$ cat config.mk
export PLATFORM = sky130hd
export DESIGN_NAME = dmem_access_ctrl
export DESIGN_NICKNAME = d
export VERILOG_FILES = /design/src/rtl/dmem_pkg.sv /design/src/rtl/store_align.sv /design/src/rtl/dmem_access_ctrl.sv
export SDC_FILE = /design/constraint.sdc
export NUM_CORES = 1
export LEC_CHECK = 0
export CAP_MARGIN = 15
export CORE_MARGIN = 1
export CORE_UTILIZATION = 57
export DETAILED_ROUTE_END_ITERATION = 10
export DONT_BUFFER_PORTS = 1
export GPL_TIMING_DRIVEN = 0
export PLACE_DENSITY = 0.75
export SLEW_MARGIN = 10
export SYNTH_ARGS = -nofsm -noshare
export SYNTH_HDL_FRONTEND = slang
export SYNTH_HIERARCHICAL = 1
export SYNTH_SLANG_ARGS = --single-unit
$ cat constraint.sdc
create_clock -name clk -period 2.3 [get_ports clk]
set_clock_uncertainty 0.2 [all_clocks]
set_input_delay 0.23 -clock clk [delete_from_list [all_inputs] [get_ports clk]]
set_output_delay 0.23 -clock clk [all_outputs]
set_load 0.05 [all_outputs]
$ cat src/rtl/dmem_pkg.sv
// dmem_pkg: types and constants shared by the data-memory access controller
// and the load sign/zero-extension stage.
//   dmem_state_t  : access controller FSM states (IDLE, REQ, DONE)
//   F3_*          : Funct3 size encodings for loads and stores
//   f3_is_load    : Funct3 code names a legal load size
//   f3_is_store   : Funct3 code names a legal store size
//   is_aligned    : byte offset is naturally aligned for the given size
package dmem_pkg;

   typedef enum logic [1:0] {
      ST_IDLE = 2'd0,
      ST_REQ  = 2'd1,
      ST_DONE = 2'd2
   } dmem_state_t;

   localparam logic [2:0] F3_B  = 3'b000;
   localparam logic [2:0] F3_H  = 3'b001;
   localparam logic [2:0] F3_W  = 3'b010;
   localparam logic [2:0] F3_BU = 3'b100;
   localparam logic [2:0] F3_HU = 3'b101;

   function automatic logic f3_is_load(input logic [2:0] f3);
      logic ok;
      case (f3)
         F3_B, F3_H, F3_W, F3_BU, F3_HU: ok = 1'b1;
         default:                        ok = 1'b0;
      endcase
      return ok;
   endfunction

   // Stores have no unsigned variants.
   function automatic logic f3_is_store(input logic [2:0] f3);
      logic ok;
      case (f3)
         F3_B, F3_H, F3_W: ok = 1'b1;
         default:          ok = 1'b0;
      endcase
      return ok;
   endfunction

   function automatic logic is_aligned(input logic [2:0] f3, input logic [1:0] lo);
      logic ok;
      case (f3)
         F3_B, F3_BU: ok = 1'b1;
         F3_H, F3_HU: ok = ~lo[0];
         F3_W:        ok = (lo == 2'b00);
         default:     ok = 1'b0;
      endcase
      return ok;
   endfunction

endpackage

$ cat src/rtl/store_align.sv
// store_align: combinational store lane steering.
//   funct3    in  : access size code
//   addr_lo   in  : byte offset within the word
//   wdata     in  : right-aligned store data
//   be        out : byte enables for the addressed lanes
//   lane_data out : store data replicated so every lane carries the value
module store_align
   import dmem_pkg::*;
(
   input  logic [2:0]  funct3,
   input  logic [1:0]  addr_lo,
   input  logic [31:0] wdata,
   output logic [3:0]  be,
   output logic [31:0] lane_data
);

   // Replication puts the value on every lane, so the byte enables alone
   // select where it lands; no offset-dependent data shifting is needed.
   always_comb begin
      be        = 4'b1111;
      lane_data = wdata;
      case (funct3)
         F3_B, F3_BU: begin
            be        = 4'b0001 << addr_lo;
            lane_data = {4{wdata[7:0]}};
         end
         F3_H, F3_HU: begin
            be        = 4'b0011 << addr_lo;
            lane_data = {2{wdata[15:0]}};
         end
         default: begin
            be        = 4'b1111;
            lane_data = wdata;
         end
      endcase
   end

endmodule

$ cat src/rtl/dmem_access_ctrl.sv
// dmem_access_ctrl: Memory-stage data memory access controller.
// Turns a load/store in M into one bus transaction, stalling the pipeline
// until the bus completes, and flags misaligned or illegal accesses.
//   clk, reset              : clock, synchronous active-high reset
//   MemReadM, MemWriteM     : load / store strobes from M
//   Funct3M                 : access size code
//   ALUResultM, WriteDataM  : byte address, right-aligned store data
//   MemReq, MemWe, MemAddr,
//   MemBe, MemWData         : registered bus request (held through REQ)
//   MemReady, MemRData      : bus completion pulse and read data
//   ReadDataM               : completed load word shifted to byte 0
//   StallM                  : freeze pipeline up to and including M
//   AccessFaultM            : one-cycle fault pulse
//   state_dbg               : current FSM state (dmem_state_t encoding)
//
// Handshake: a request is outstanding while MemReq=1; the bus completes it
// with a single-cycle MemReady pulse, and MemReq drops on the next edge.
// MemReady outside an outstanding request is ignored.
module dmem_access_ctrl
   import dmem_pkg::*;
#(
   parameter int DATA_WIDTH = 32,
   parameter int ADDR_WIDTH = 32
) (
   input  logic                  clk,
   input  logic                  reset,
   input  logic                  MemReadM,
   input  logic                  MemWriteM,
   input  logic [2:0]            Funct3M,
   input  logic [ADDR_WIDTH-1:0] ALUResultM,
   input  logic [DATA_WIDTH-1:0] WriteDataM,
   output logic                  MemReq,
   output logic                  MemWe,
   output logic [ADDR_WIDTH-1:0] MemAddr,
   output logic [3:0]            MemBe,
   output logic [DATA_WIDTH-1:0] MemWData,
   input  logic                  MemReady,
   input  logic [DATA_WIDTH-1:0] MemRData,
   output logic [DATA_WIDTH-1:0] ReadDataM,
   output logic                  StallM,
   output logic                  AccessFaultM,
   output logic [1:0]            state_dbg
);

   dmem_state_t state, state_next;

   logic        one_strobe;
   logic        any_strobe;
   logic        size_ok;
   logic        access_ok;
   logic        access_bad;
   logic [3:0]  sa_be;
   logic [31:0] sa_data;

   // Captured at request time so the completion can shift the read word
   // without relying on M-stage inputs that may have changed.
   logic        load_pend;
   logic [1:0]  byte_off;

   assign one_strobe = MemReadM ^ MemWriteM;
   assign any_strobe = MemReadM | MemWriteM;
   assign size_ok    = MemWriteM ? f3_is_store(Funct3M) : f3_is_load(Funct3M);
   assign access_ok  = one_strobe && size_ok && is_aligned(Funct3M, ALUResultM[1:0]);
   assign access_bad = any_strobe && !access_ok;
   assign state_dbg  = state;

   store_align u_store_align (
      .funct3    (Funct3M),
      .addr_lo   (ALUResultM[1:0]),
      .wdata     (WriteDataM),
      .be        (sa_be),
      .lane_data (sa_data)
   );

   always_ff @(posedge clk) begin
      if (reset) state <= ST_IDLE;
      else       state <= state_next;
   end

   always_comb begin
      state_next   = state;
      StallM       = 1'b0;
      AccessFaultM = 1'b0;
      case (state)
         ST_IDLE: begin
            if (access_ok) begin
               StallM     = 1'b1;
               state_next = ST_REQ;
            end else if (access_bad) begin
               AccessFaultM = 1'b1;
            end
         end
         ST_REQ: begin
            StallM = 1'b1;
            if (MemReady) state_next = ST_DONE;
         end
         ST_DONE: state_next = ST_IDLE;
         default: state_next = ST_IDLE;
      endcase
      // Reset overrides everything so a half-decoded access cannot leak out.
      if (reset) begin
         StallM       = 1'b0;
         AccessFaultM = 1'b0;
         state_next   = ST_IDLE;
      end
   end

   always_ff @(posedge clk) begin
      if (reset) begin
         MemReq    <= 1'b0;
         MemWe     <= 1'b0;
         MemAddr   <= '0;
         MemBe     <= 4'b0000;
         MemWData  <= '0;
         ReadDataM <= '0;
         load_pend <= 1'b0;
         byte_off  <= 2'b00;
      end else begin
         case (state)
            ST_IDLE: begin
               if (access_ok) begin
                  MemReq    <= 1'b1;
                  MemWe     <= MemWriteM;
                  MemAddr   <= {ALUResultM[ADDR_WIDTH-1:2], 2'b00};
                  MemBe     <= MemWriteM ? sa_be : 4'b1111;
                  MemWData  <= MemWriteM ? sa_data : '0;
                  load_pend <= MemReadM;
                  byte_off  <= ALUResultM[1:0];
               end
            end
            ST_REQ: begin
               if (MemReady) begin
                  MemReq <= 1'b0;
                  MemWe  <= 1'b0;
                  if (load_pend) ReadDataM <= MemRData >> {byte_off, 3'b000};
               end
            end
            default: ;
         endcase
      end
   end

endmodule
Word level (Yosys, flattened, before mapping)
Index checks and enable logic that the tools add are counted.
Storage, ports and cells
  register bits after elaboration: 105
  bits of input ports: 104
  output and inout port bits: 106
  word-level logic and storage cells: 61
Cells by class
  equality and inequality tests: 7
  shifts and indexed selects: 3
  muxes and demuxes: 23
  bitwise operators: 3
  reductions and logical operators: 16
Operator list (count)
  $pmux W32 S2: 1
  $mux W32: 1
  $shr A32 B5 Y32: 1
  $mux W1: 12
  $pmux W4 S2: 1
  $eq A3 B3 Y1 const B: 2
  $pmux W1 S2: 3
  $reduce_and A3 Y1: 2
  $reduce_or A5 Y1: 1
  $logic_not A2 Y1: 2
  $mux W2: 2
  $mux W4: 1
  $ne A2 B2 Y1 const B: 2
  $pmux W2 S2: 1
  $reduce_and A2 Y1: 2
  $reduce_or A2 Y1: 2
  $shl A1 B2 Y4 const A: 1
  $shl A2 B2 Y4 const A: 1
  $eq A3 B1 Y1 const B: 1
  $eq A3 B2 Y1 const B: 1
  $logic_and A1 B1 Y1: 3
  $logic_not A3 Y1: 1
  $pmux W1 S3: 1
  $reduce_or A3 Y1: 1
  other kinds (6): 6

Depth between registers and ports, before layout
  depth after elaboration: 12
  depth in mapped cells: 9
  gate-level depth less buffers: 6

By module
The synthesis kept the hierarchy.
By module, submodules not included
  dmem_access_ctrl: instances 1, cells an instance 524, area each 4277.9 µm², seq. area each 2102.0 µm²
  store_align: instances 1, cells an instance 61, area each 494.2 µm², seq. area each 0.0 µm²

Least setup slack after synthesis
No wires, ideal clock.
  kind: input -> output
  start point: input ALUResultM[1]
  end point: output StallM
  arrival time: 2.760 ns
  data required time: 1.870 ns
  slack: -0.890 ns
  stages on the path: 5
  buffers on the path: 1
  cell sequence: or4_4 -> a2111oi_4 -> buf_6 -> nor2_1 -> nor3_1
On the way
  cells in the longest elaborated chain, start to end: 6
Ends and longest elaborated chain
  start: declaration: RTL line dmem_access_ctrl.sv:30  | input logic [ADDR_WIDTH-1:0] ALUResultM,
  $logic_not A2 Y1: RTL line dmem_pkg.sv:46  | F3_W: ok = (lo == 2'b00);
  $pmux W1 S3: RTL line dmem_pkg.sv:43  | case (f3)
  $logic_and A1 B1 Y1: RTL line dmem_access_ctrl.sv:63  | assign access_ok = one_strobe && size_ok && is_aligned(Funct3M, ALUResultM[1:0]);
  $mux W1: RTL line dmem_access_ctrl.sv:86  | if (access_ok) begin
  $pmux W1 S2: RTL line dmem_access_ctrl.sv:84  | case (state)
  $mux W1: RTL line dmem_access_ctrl.sv:101  | if (reset) begin
  end: declaration: RTL line dmem_access_ctrl.sv:40  | output logic StallM,
No other way between the ends.

Final worst setup path
  start point: input MemWriteM
  end point: output StallM
On the way
  cells in the longest elaborated chain, start to end: 6
  elaborated cells on any way between the ends: 7
  those cells by class: mux (4); bitwise (1); reduce/logical (2)
Ends and longest elaborated chain
  start: declaration: RTL line dmem_access_ctrl.sv:28  | input logic MemWriteM,
  $xor A1 B1 Y1 / $mux W1 (equally long branches): RTL line dmem_access_ctrl.sv:60, dmem_access_ctrl.sv:62
  $logic_and A1 B1 Y1 (*) (2 in series): RTL line dmem_access_ctrl.sv:63
  $mux W1 (*): RTL line dmem_access_ctrl.sv:86
  $pmux W1 S2 (*): RTL line dmem_access_ctrl.sv:84
  $mux W1 (*): RTL line dmem_access_ctrl.sv:101
Every way passes the cells marked *; elsewhere a longest branch is shown, timed or not.

==> reports/qor.txt <==
Final Hold Fails: 0
detailed-route via count: 4,449
worst-margin pin slew: 580 ps
root buffer cell: clkbuf_8
post-synthesis compound-gate area fraction: 15.9%
Critical Path Start: MemWriteM
FILL cells: 682
met1 usage: 39.1%
GR Util met2: 50.9%
initial antenna violation count: 0
Starting Density: 58.4%
largest family of logic cells by synthesized area: simple AND/OR/NAND/NOR gates
Synth Area in XOR/XNOR: 0%
drt first pass iters: 5
Crit Path Class: in2out
adder-cell area share of the yosys netlist: 0.262%
all-layer global routing usage: 31.3%
antenna fix cells: 0
Pleak: 2.01 nW
Worst setup EP type: output pin
Seq/Total Area, Yosys: 44.0%
vias in the first global route: 4,334
Cell Count, Final, Fillers Out: 770
Worst Setup Start Kind: primary input
CP cell instances: clkbuf_16, a221o_2, a2111oi_4, buf_6, nor2_2, nor3_4
first-iteration detailed-routing DRC count: 247
DIE WIDTH: 93.5 microns
largest vdd supply drop: 0.471 mV
fin crit period: 2290 ps
Nets: 765
GR Util met3: 9.67%
CP arrival: 1860 ps
ANT nets after route: 0
slowest CP cell: nor3_4
DIE AREA: 8740 sq um
Worst-Skew Late Latency: 350 ps
FMAX: 437 MHz
placed insts: 691
CTS tree: yes
worst path required time: 1870 ps
vias per std cell: 5.78
Slew Limit Fails: 0
Crit path largest cell delay: 500 ps
share of layout cells above drive strength 1: 12.9%
grt total ovfl: 0
synthesis-to-finish area growth: 21.3%
GRT busiest layer: met2
Multi-input gate area: 2320 sq um
final wirelength: 14,200 microns
DP Area: 4920 sq um
post-synthesis cell type count: 37
cell count after synthesis: 585
Synth Area in Simple Gates: 20.9%
count of final setup violators: 0
Avg WL per Cell: 18.4 microns
Ys Warns: 6
H-tree levels: 3
Core ar.: 8180 sq um
Post-Syn Area: 4770 sq um
Finished Cell Area: 5790 sq um
Crit Path Max Fanout: 6
Max clock buf depth: 2
Die H: 93.5 microns
io pins: 210
min-delay src: MemRData[4]
unrepaired setup endpoints after global routing: yes
sequential cell area: 2110 sq um
Residual DRC: 0
status: finished, final reports clean
GPL Wtd Cong: 0.885
#FFs+latches synth: 105
Min-Delay Path Class: in2reg
Clock transition at path regs: 110 ps
TritonCTS Sinks: 105
PortBufs: 0
Final period util: 99.5%
CTS Buf Count: 9
multiplexer share of the synthesized area: 10.7%
PwrDens: 664 nW/um^2
largest net degree at the start of global routing: 19
synthesized area per cell: 8.16 sq um
reg-to-reg startpoint: byte_off[0]
HPWL Detailed: 9680 microns
first-pass GRT wire length: 21,400 microns
row count: 33
max_cap viols: 0
Slew HR: 61.3%
-- worst max-delay path: cells and delay by family --
kind | cells | cell delay [ps]
AO/OA/AOI/OAI | 2 | 790
buffers and inverters | 2 | 300
AND/OR/NAND/NOR | 2 | 540
-- placed cells by master (no fill, tap or decap), types with 3 or more instances in the layout --
cell type      instances
a211oi_1               8
a21oi_1               96
buf_1                  4
buf_4                 15
buf_6                  7
clkbuf_1              28
clkbuf_2               4
clkbuf_8              12
dfxtp_1              103
dlygate4sd3_1         59
mux2_2                24
mux2i_1               24
nand2_1              135
nand2b_1               3
nand3_1               40
nor2_1                28
nor3_1                16
o211ai_1               8
o21ai_1               12
-- Yosys cell counts --
library cell,count,area (sq um)
a221o_2,1,11.3
clkbuf_8,4,55.1
o21ai_1,12,60.1
nand4b_1,1,8.76
nor2b_1,2,12.5
buf_1,4,15.0
nand2_1,135,507
a2111o_1,1,11.3
o21bai_1,2,15.0
ha_1,1,12.5
buf_6,7,78.8
buf_4,11,82.6
o21ai_0,1,5.00
nor3_1,17,85.1
and3_1,1,6.26
mux2i_1,24,240
a2111oi_4,1,27.5
a211oi_1,8,60.1
o211ai_1,8,60.1
inv_1,4,15.0
nor2_8,1,20.0
a21oi_1,96,480
conb_1,1,3.75
and3b_2,1,10.0
clkbuf_1,32,120
nand2b_1,3,18.8
nand3_1,40,200
nor2_1,30,113
a211o_1,1,8.76
buf_2,1,5.00
o31ai_1,1,7.51
or4_1,1,7.51
o32a_1,1,10.0
or4_4,1,11.3
mux2_2,24,270
dfxtp_1,105,2100
buf_8,1,15.0
-- power by group --
part	switching [mW]	total (mW)	internal, mW
clock network	0.661	1.18	0.514
logic	0.304	0.553	0.249
registers	0.238	2.11	1.88
-- metal layers --
metal  up-vias  share of wire (%)  wire length (microns)
li1       2130                  -                      -
met1      2026                 42                   5920
met2       260                 46                   6570
met3        33                9.7                   1380
met4         0                2.4                    334
met5         -                  0                      0
-- path summary, 6_finish.rpt --
check | endpoint | slack (ps) | cells past startpoint
worst max-delay path | StallM | 10 | 6
worst min-delay path | ReadDataM[4] | 20 | 3
worst max register to register | ReadDataM[13] | 140 | 6
worst min register to register | load_pend | 280 | 2
-- cell type report --
type / instances / share of cell area (%)
Multi-Input combinational cell: 417 / 40.1
Sequential cell: 105 / 36.4
Timing Repair Buffer: 63 / 10.7
Buffer: 60 / 6.70
Tap cell: 105 / 2.27
Clock buffer: 9 / 2.14
Clock inverter: 7 / 1.34
Inverter: 4 / 0.324
-- sequential cells by signal, summed over array words and instances (netlist names), 2 cells and up --
name       flops
MemBe          4
MemAddr       30
byte_off       2
state_dbg      2
MemWData      32
ReadDataM     32
-- metrics by stage --
stage / total power [mW] / util [%] / TNS, ps / setup slack [ps] / hold WS [ps]
6_report: 3.84 / 70.8 / 0 / 10.9 / 17.4
3_5_place_dp: 2.59 / 60.2 / -6920 / -504 / 174
3_3_place_gp: 2.57 / 60.2 / -5830 / -527 / 169
5_1_grt: 3.98 / 70.8 / -46.3 / -46.3 / 1.38
2_1_floorplan: 2.49 / - / -223 / -223 / 166
4_1_cts: 3.83 / 70.8 / -27.7 / -27.7 / 3.64
-- cell families (layout without fill, tap and decap cells) --
kind of cell,Yosys count,after routing
multiplexers,48,48
flip-flops,105,105
other,1,2
AND/OR/NAND/NOR,233,233
buffers and inverters,64,143
adder cells (fa/ha/maj),1,1
AO/OA/AOI/OAI,133,133
-- what timing repair did --
item	CTS	global route
hold buffers	59	0
pin swaps	3	1
buffers inserted	4	0
gates resized for setup	11	7
endpoints found under the setup margin	56	25
endpoints found under the hold margin	72	0
Note: power is estimated with default switching activity, not from simulation.
